### src/rtl/des_key_sched.sv
// Sequential DES key schedule: PC1 on load, then one PC2 round subkey per
// handshake, in forward (K1..K16) or reverse (K16..K1) order.
module des_key_sched (
    input  logic        clk,
    input  logic        rst_n,
    input  logic        start,
    input  logic        decrypt,
    input  logic [63:0] key,
    output logic        busy,
    output logic        subkey_valid,
    input  logic        subkey_ready,
    output logic [47:0] subkey,
    output logic [3:0]  round,
    output logic        done
);

    typedef enum logic {
        IDLE = 1'b0,
        GEN  = 1'b1
    } state_t;

    // Table entries use DES numbering: bit 1 is the MSB of the source vector.
    localparam int PC1_TAB [56] = '{
        57, 49, 41, 33, 25, 17,  9,  1, 58, 50, 42, 34, 26, 18,
        10,  2, 59, 51, 43, 35, 27, 19, 11,  3, 60, 52, 44, 36,
        63, 55, 47, 39, 31, 23, 15,  7, 62, 54, 46, 38, 30, 22,
        14,  6, 61, 53, 45, 37, 29, 21, 13,  5, 28, 20, 12,  4
    };

    localparam int PC2_TAB [48] = '{
        14, 17, 11, 24,  1,  5,  3, 28, 15,  6, 21, 10,
        23, 19, 12,  4, 26,  8, 16,  7, 27, 20, 13,  2,
        41, 52, 31, 37, 47, 55, 30, 40, 51, 45, 33, 48,
        44, 49, 39, 56, 34, 53, 46, 42, 50, 36, 29, 32
    };

    state_t      state_reg, state_next;
    logic [27:0] c_reg, c_next;
    logic [27:0] d_reg, d_next;
    logic [3:0]  round_reg, round_next;
    logic        dec_reg, dec_next;
    logic        done_reg, done_next;

    logic [55:0] pc1_key;
    logic [55:0] cd;
    logic [47:0] pc2_out;
    logic [4:0]  sched_n;
    logic        step_two;
    logic        transfer;
    logic        unused_parity;

    // Shift amount for key number n is 1 only at n = 1, 2, 9, 16.
    function automatic logic shift_is_two(input logic [4:0] n);
        return !(n == 5'd1 || n == 5'd2 || n == 5'd9 || n == 5'd16);
    endfunction

    function automatic logic [27:0] rot_left(input logic [27:0] x, input logic two);
        return two ? {x[25:0], x[27:26]} : {x[26:0], x[27]};
    endfunction

    function automatic logic [27:0] rot_right(input logic [27:0] x, input logic two);
        return two ? {x[1:0], x[27:2]} : {x[0], x[27:1]};
    endfunction

    generate
        for (genvar gi = 0; gi < 56; gi++) begin : g_pc1
            assign pc1_key[55 - gi] = key[64 - PC1_TAB[gi]];
        end
        for (genvar gi = 0; gi < 48; gi++) begin : g_pc2
            assign pc2_out[47 - gi] = cd[56 - PC2_TAB[gi]];
        end
    endgenerate

    assign unused_parity = ^{key[56], key[48], key[40], key[32],
                             key[24], key[16], key[8],  key[0]};

    assign cd           = {c_reg, d_reg};
    assign busy         = (state_reg == GEN);
    assign subkey_valid = (state_reg == GEN);
    assign subkey       = pc2_out;
    assign round        = round_reg;
    assign done         = done_reg;
    assign transfer     = subkey_valid && subkey_ready;

    // Key number whose shift moves us to the next subkey in emission order.
    assign sched_n  = dec_reg ? (5'd16 - {1'b0, round_reg}) : ({1'b0, round_reg} + 5'd2);
    assign step_two = shift_is_two(sched_n);

    always_comb begin
        state_next = state_reg;
        c_next     = c_reg;
        d_next     = d_reg;
        round_next = round_reg;
        dec_next   = dec_reg;
        done_next  = 1'b0;
        case (state_reg)
            IDLE: begin
                if (start) begin
                    // Decrypt starts unrotated: 28 total shifts make C16 == C0.
                    c_next     = decrypt ? pc1_key[55:28] : rot_left(pc1_key[55:28], 1'b0);
                    d_next     = decrypt ? pc1_key[27:0]  : rot_left(pc1_key[27:0], 1'b0);
                    round_next = 4'd0;
                    dec_next   = decrypt;
                    state_next = GEN;
                end
            end
            GEN: begin
                if (transfer) begin
                    if (round_reg == 4'd15) begin
                        state_next = IDLE;
                        done_next  = 1'b1;
                    end else begin
                        round_next = round_reg + 4'd1;
                        if (dec_reg) begin
                            c_next = rot_right(c_reg, step_two);
                            d_next = rot_right(d_reg, step_two);
                        end else begin
                            c_next = rot_left(c_reg, step_two);
                            d_next = rot_left(d_reg, step_two);
                        end
                    end
                end
            end
            default: state_next = IDLE;
        endcase
    end

    always_ff @(posedge clk or negedge rst_n) begin
        if (!rst_n) begin
            state_reg <= IDLE;
            c_reg     <= '0;
            d_reg     <= '0;
            round_reg <= '0;
            dec_reg   <= 1'b0;
            done_reg  <= 1'b0;
        end else begin
            state_reg <= state_next;
            c_reg     <= c_next;
            d_reg     <= d_next;
            round_reg <= round_next;
            dec_reg   <= dec_next;
            done_reg  <= done_next;
        end
    end

endmodule

### config.mk
export PLATFORM = sky130hd
export DESIGN_NAME = des_key_sched
export DESIGN_NICKNAME = d
export VERILOG_FILES = /design/src/rtl/des_key_sched.sv
export SDC_FILE = /design/constraint.sdc
export NUM_CORES = 1
export LEC_CHECK = 0
export CELL_PAD_IN_SITES_DETAIL_PLACEMENT = 1
export CELL_PAD_IN_SITES_GLOBAL_PLACEMENT = 1
export CORE_MARGIN = 4
export CORE_UTILIZATION = 37
export CTS_CLUSTER_DIAMETER = 60
export DETAILED_ROUTE_END_ITERATION = 6
export GPL_TIMING_DRIVEN = 0
export PLACE_DENSITY = 0.76
export SYNTH_ARGS = -nofsm -noshare
export SYNTH_HDL_FRONTEND = slang
export SYNTH_SLANG_ARGS = --single-unit
### constraint.sdc
create_clock -name clk -period 2.2 [get_ports clk]
set_input_delay 0.44 -clock clk [delete_from_list [all_inputs] [get_ports clk]]
set_output_delay 0.44 -clock clk [all_outputs]
set_load 0.05 [all_outputs]
==> results_dict.tcl, run 1 <==
set metrics [dict create \
    final_cell_count_no_fill 1403 \
    fin_crit_ns 2.16 \
    p_leak_nw 4.88 \
    drt_iter0_drc 535 \
    cts.htree.levels 3 \
    cp-end-kind "output port" \
    power.switching_mw 9.05 \
    clock_skew_ns 0.0126 \
    grt_max_degree 49 \
    layout_setup_ws_ns 0.0376 \
    ir_drop_uv 649 \
    viasPerCell 6.06 \
    drt_pre_antenna_iters 5 \
    max-cap-violations 0 \
    synth-seq-cells 63 \
    track_usage_pct 25.6 \
    ios 124 \
    holdCritPathClass "input port to asynchronous set/reset pin" \
    worstSetupStartpointType "flip-flop" \
    synth_area_um2 7630 \
    grt_util_met2_pct 41.4 \
    clk_latency_ns 0.36 \
    tns_ns 0 \
    worst_pin_slew_ns 0.764 \
    finalPower_mw 17.3 \
    path_max_fanout 5 \
    final_util_pct 50.0 \
    diodes 0 \
    final_max_slew_viol_count 0 \
    vias 8499 \
    tritoncts "yes" \
    antenna_found_initial 0 \
    crit_arrival_ns 1.72 \
    clk_path_buf_depth 2 \
    max_freq_mhz 462 \
    placed_cells 1372 \
    rsz0062_at_grt "true" \
    dpl_cell_area_um2 9200 \
    busiest_layer "met2" \
    power.density_nw_per_um2 1700 \
    switching_share_pct 52.4 \
    synth_seq_area_share_pct 20.6 \
    status "completed" \
    start_util_pct 37.7 \
    ant_nets 0 \
    p_int_mw 8.21 \
    clkTransAtPathRegs_ns 0.06 \
    drive_gt1_share_pct 23.3 \
    ys_types 33 \
    grt_pass1_wl_um 47000 \
    p_seq_share_pct 14.5 \
    ff2ff_setup_slack_ns 0.05 \
    cts_buffers 9 \
    synth_area_leaders "dfrtp_1 21%, a211oi_1 16%, mux2_2 8.3%" \
    avgSynthCellArea_um2 7.74 \
    combPwrFrac_pct 75.3 \
    fp.dieH_um 152 \
    crit_required_ns 1.76 \
    yosysTopAreaCellShare_pct 20.6 \
    drc 0 \
    rows 52 \
    setup_violations 0 \
    use_met1_pct 35.3 \
    hold_viol_final 0 \
    die-width_um 152 \
    wl_um 29800 \
    io_buffer_count 114 \
    coreArea_um2 20200 \
    grt_pass1_vias 8564 \
    avgRoutedWirePerCell_um 21.2 \
    grt-ovfl-total 0 \
    die-area_um2 23000 \
    fin_hold_ws_ns 0.507 \
    synthCells 987 \
    final_cell_area_um2 10100 \
    cts.sinks 63 \
    routabilityCongestion 0.867 \
    synth_nets 1060 \
    final_nets 1201 \
    met3_usage_pct 3.90 \
    relSlewSlack_pct 49.1 \
    fin_crit_sh_pct 98.3 \
    dp_hpwl_um 21100 \
    crit_type "flip-flop to output port" \
    ctsRootBufferMaster "clkbuf_16" \
    yosys_warnings 0 \
    areaGrowthSynthToFinish_pct 32.6 \
    pwr-share-clk_pct 10.3 \
    yosysTopAreaCell "dfrtp_1" \
    place_ws_ns -0.683 \
]
==> metal layers <==
metal	wire (um)	share of wire, %
met4	652	2.2
met5	0	0
met1	13600	46
met3	1560	5.2
met2	14000	47
==> synthesized netlist by cell type <==
library cell,n
buf_6,3
buf_4,49
xnor2_1,1
nand2_1,64
nor2_1,6
o311a_1,1
nor3b_1,2
and3_1,5
mux2_2,56
nand4_1,57
and2_1,1
nor4bb_1,1
buf_2,25
inv_1,59
nand2b_1,2
nor2b_1,4
a211o_1,5
clkbuf_1,61
ha_1,4
xor2_1,1
dfrtp_1,63
and3b_1,52
a21oi_2,1
mux2i_1,56
a311o_1,1
buf_1,10
nand3_1,3
a21o_1,57
a21oi_1,57
o21ai_0,31
o21ai_1,29
a211oi_1,163
nor3_1,57
==> cell type report <==
cell class / instances / area, um^2
fillers: 2453 / 10100
well taps: 270 / 338
multi-input cells: 717 / 5270
repair buffers: 132 / 1370
plain buffers: 146 / 993
flip-flops and latches: 63 / 1580
clock buffers: 9 / 225
inverters: 59 / 226
clock inverters: 7 / 121
==> worst max-delay path, cell delays in order, from the launching register on <==
cell	delay, ns
dfrtp_1	0.44
buf_4	0.14
clkdlybuf4s50_1	0.78
==> layout by cell type, fill, tap and decap left out, drive strengths merged, types with 3 or more instances in the layout <==
cell type      Yosys  routed
nor2               6       6
dfrtp             63      63
a211o              5       5
mux2              56      56
o21ai             60      60
a21oi             58      58
inv               59      59
clkinvlp           0       3
a211oi           163     163
and3               5       5
nand2             64      64
buf               87     104
a21o              57      57
clkbuf            61      69
ha                 4       4
and3b             52      52
mux2i             56      56
dlygate4sd2        0       6
nand4             57      57
nor2b              4       4
nand3              3       3
clkdlybuf4s50      0      82
bufinv             0       3
nor3              57      57
dlymetal6s2s       0      25
==> path summary, 6_finish.rpt <==
| check | depth (start not counted) | startpoint | to |
|---|---|---|---|
| worst max-delay path | 2 | d_reg[3] | subkey[6] |
| worst min-delay path | 2 | rst_n | d_reg[13] |
| worst max register to register | 7 | round[1] | d_reg[17] |
| worst min register to register | 2 | round[1] | round[1] |
| max in group asynchronous | 3 | rst_n | round[0] |
| min in group clk | 3 | subkey_ready | done |
==> repair_timing <==
| item | CTS | global route |
|---|---|---|
| endpoints found under the hold margin | 15 | 0 |
| cloned | 0 | 2 |
| gates resized for setup | 57 | 145 |
| pin swaps | 2 | 2 |
| buffers inserted | 5 | 9 |
| hold buffers | 1 | 0 |
| endpoints found under the setup margin | 64 | 80 |
==> power by group through the flow <==
stage / Clock, mW / Sequential (mW) / Combinational (mW)
after floorplan: 0 / 2.31 / 8.71
after global placement: 0 / 2.46 / 11.7
after detailed placement: 0 / 2.45 / 11.9
after CTS: 1.79 / 2.44 / 12.2
after global routing: 1.84 / 2.57 / 14.0
final: 1.77 / 2.50 / 13.0
==> cells by family after synthesis <==
group	share of synthesized area, %
multiplexers	15.6
AND/OR/NAND/NOR	19.3
XOR/XNOR	0.229
flip-flops	20.6
buffers and inverters	13.3
adder cells (fa/ha/maj)	0.656
AO/OA/AOI/OAI	30.3
Power figures use the tool's default switching activity.
==> inputs of run 2 (changes only) <==
--- a/config.mk
+++ b/config.mk
@@ -5,6 +5,7 @@
 export SDC_FILE = /design/constraint.sdc
 export NUM_CORES = 1
 export LEC_CHECK = 0
+export CAP_MARGIN = 20
 export CELL_PAD_IN_SITES_DETAIL_PLACEMENT = 1
 export CELL_PAD_IN_SITES_GLOBAL_PLACEMENT = 1
 export CORE_MARGIN = 4
==> results of run 2 <==
Same layout as run 1: the final DEF is identical, and so are final timing and power.
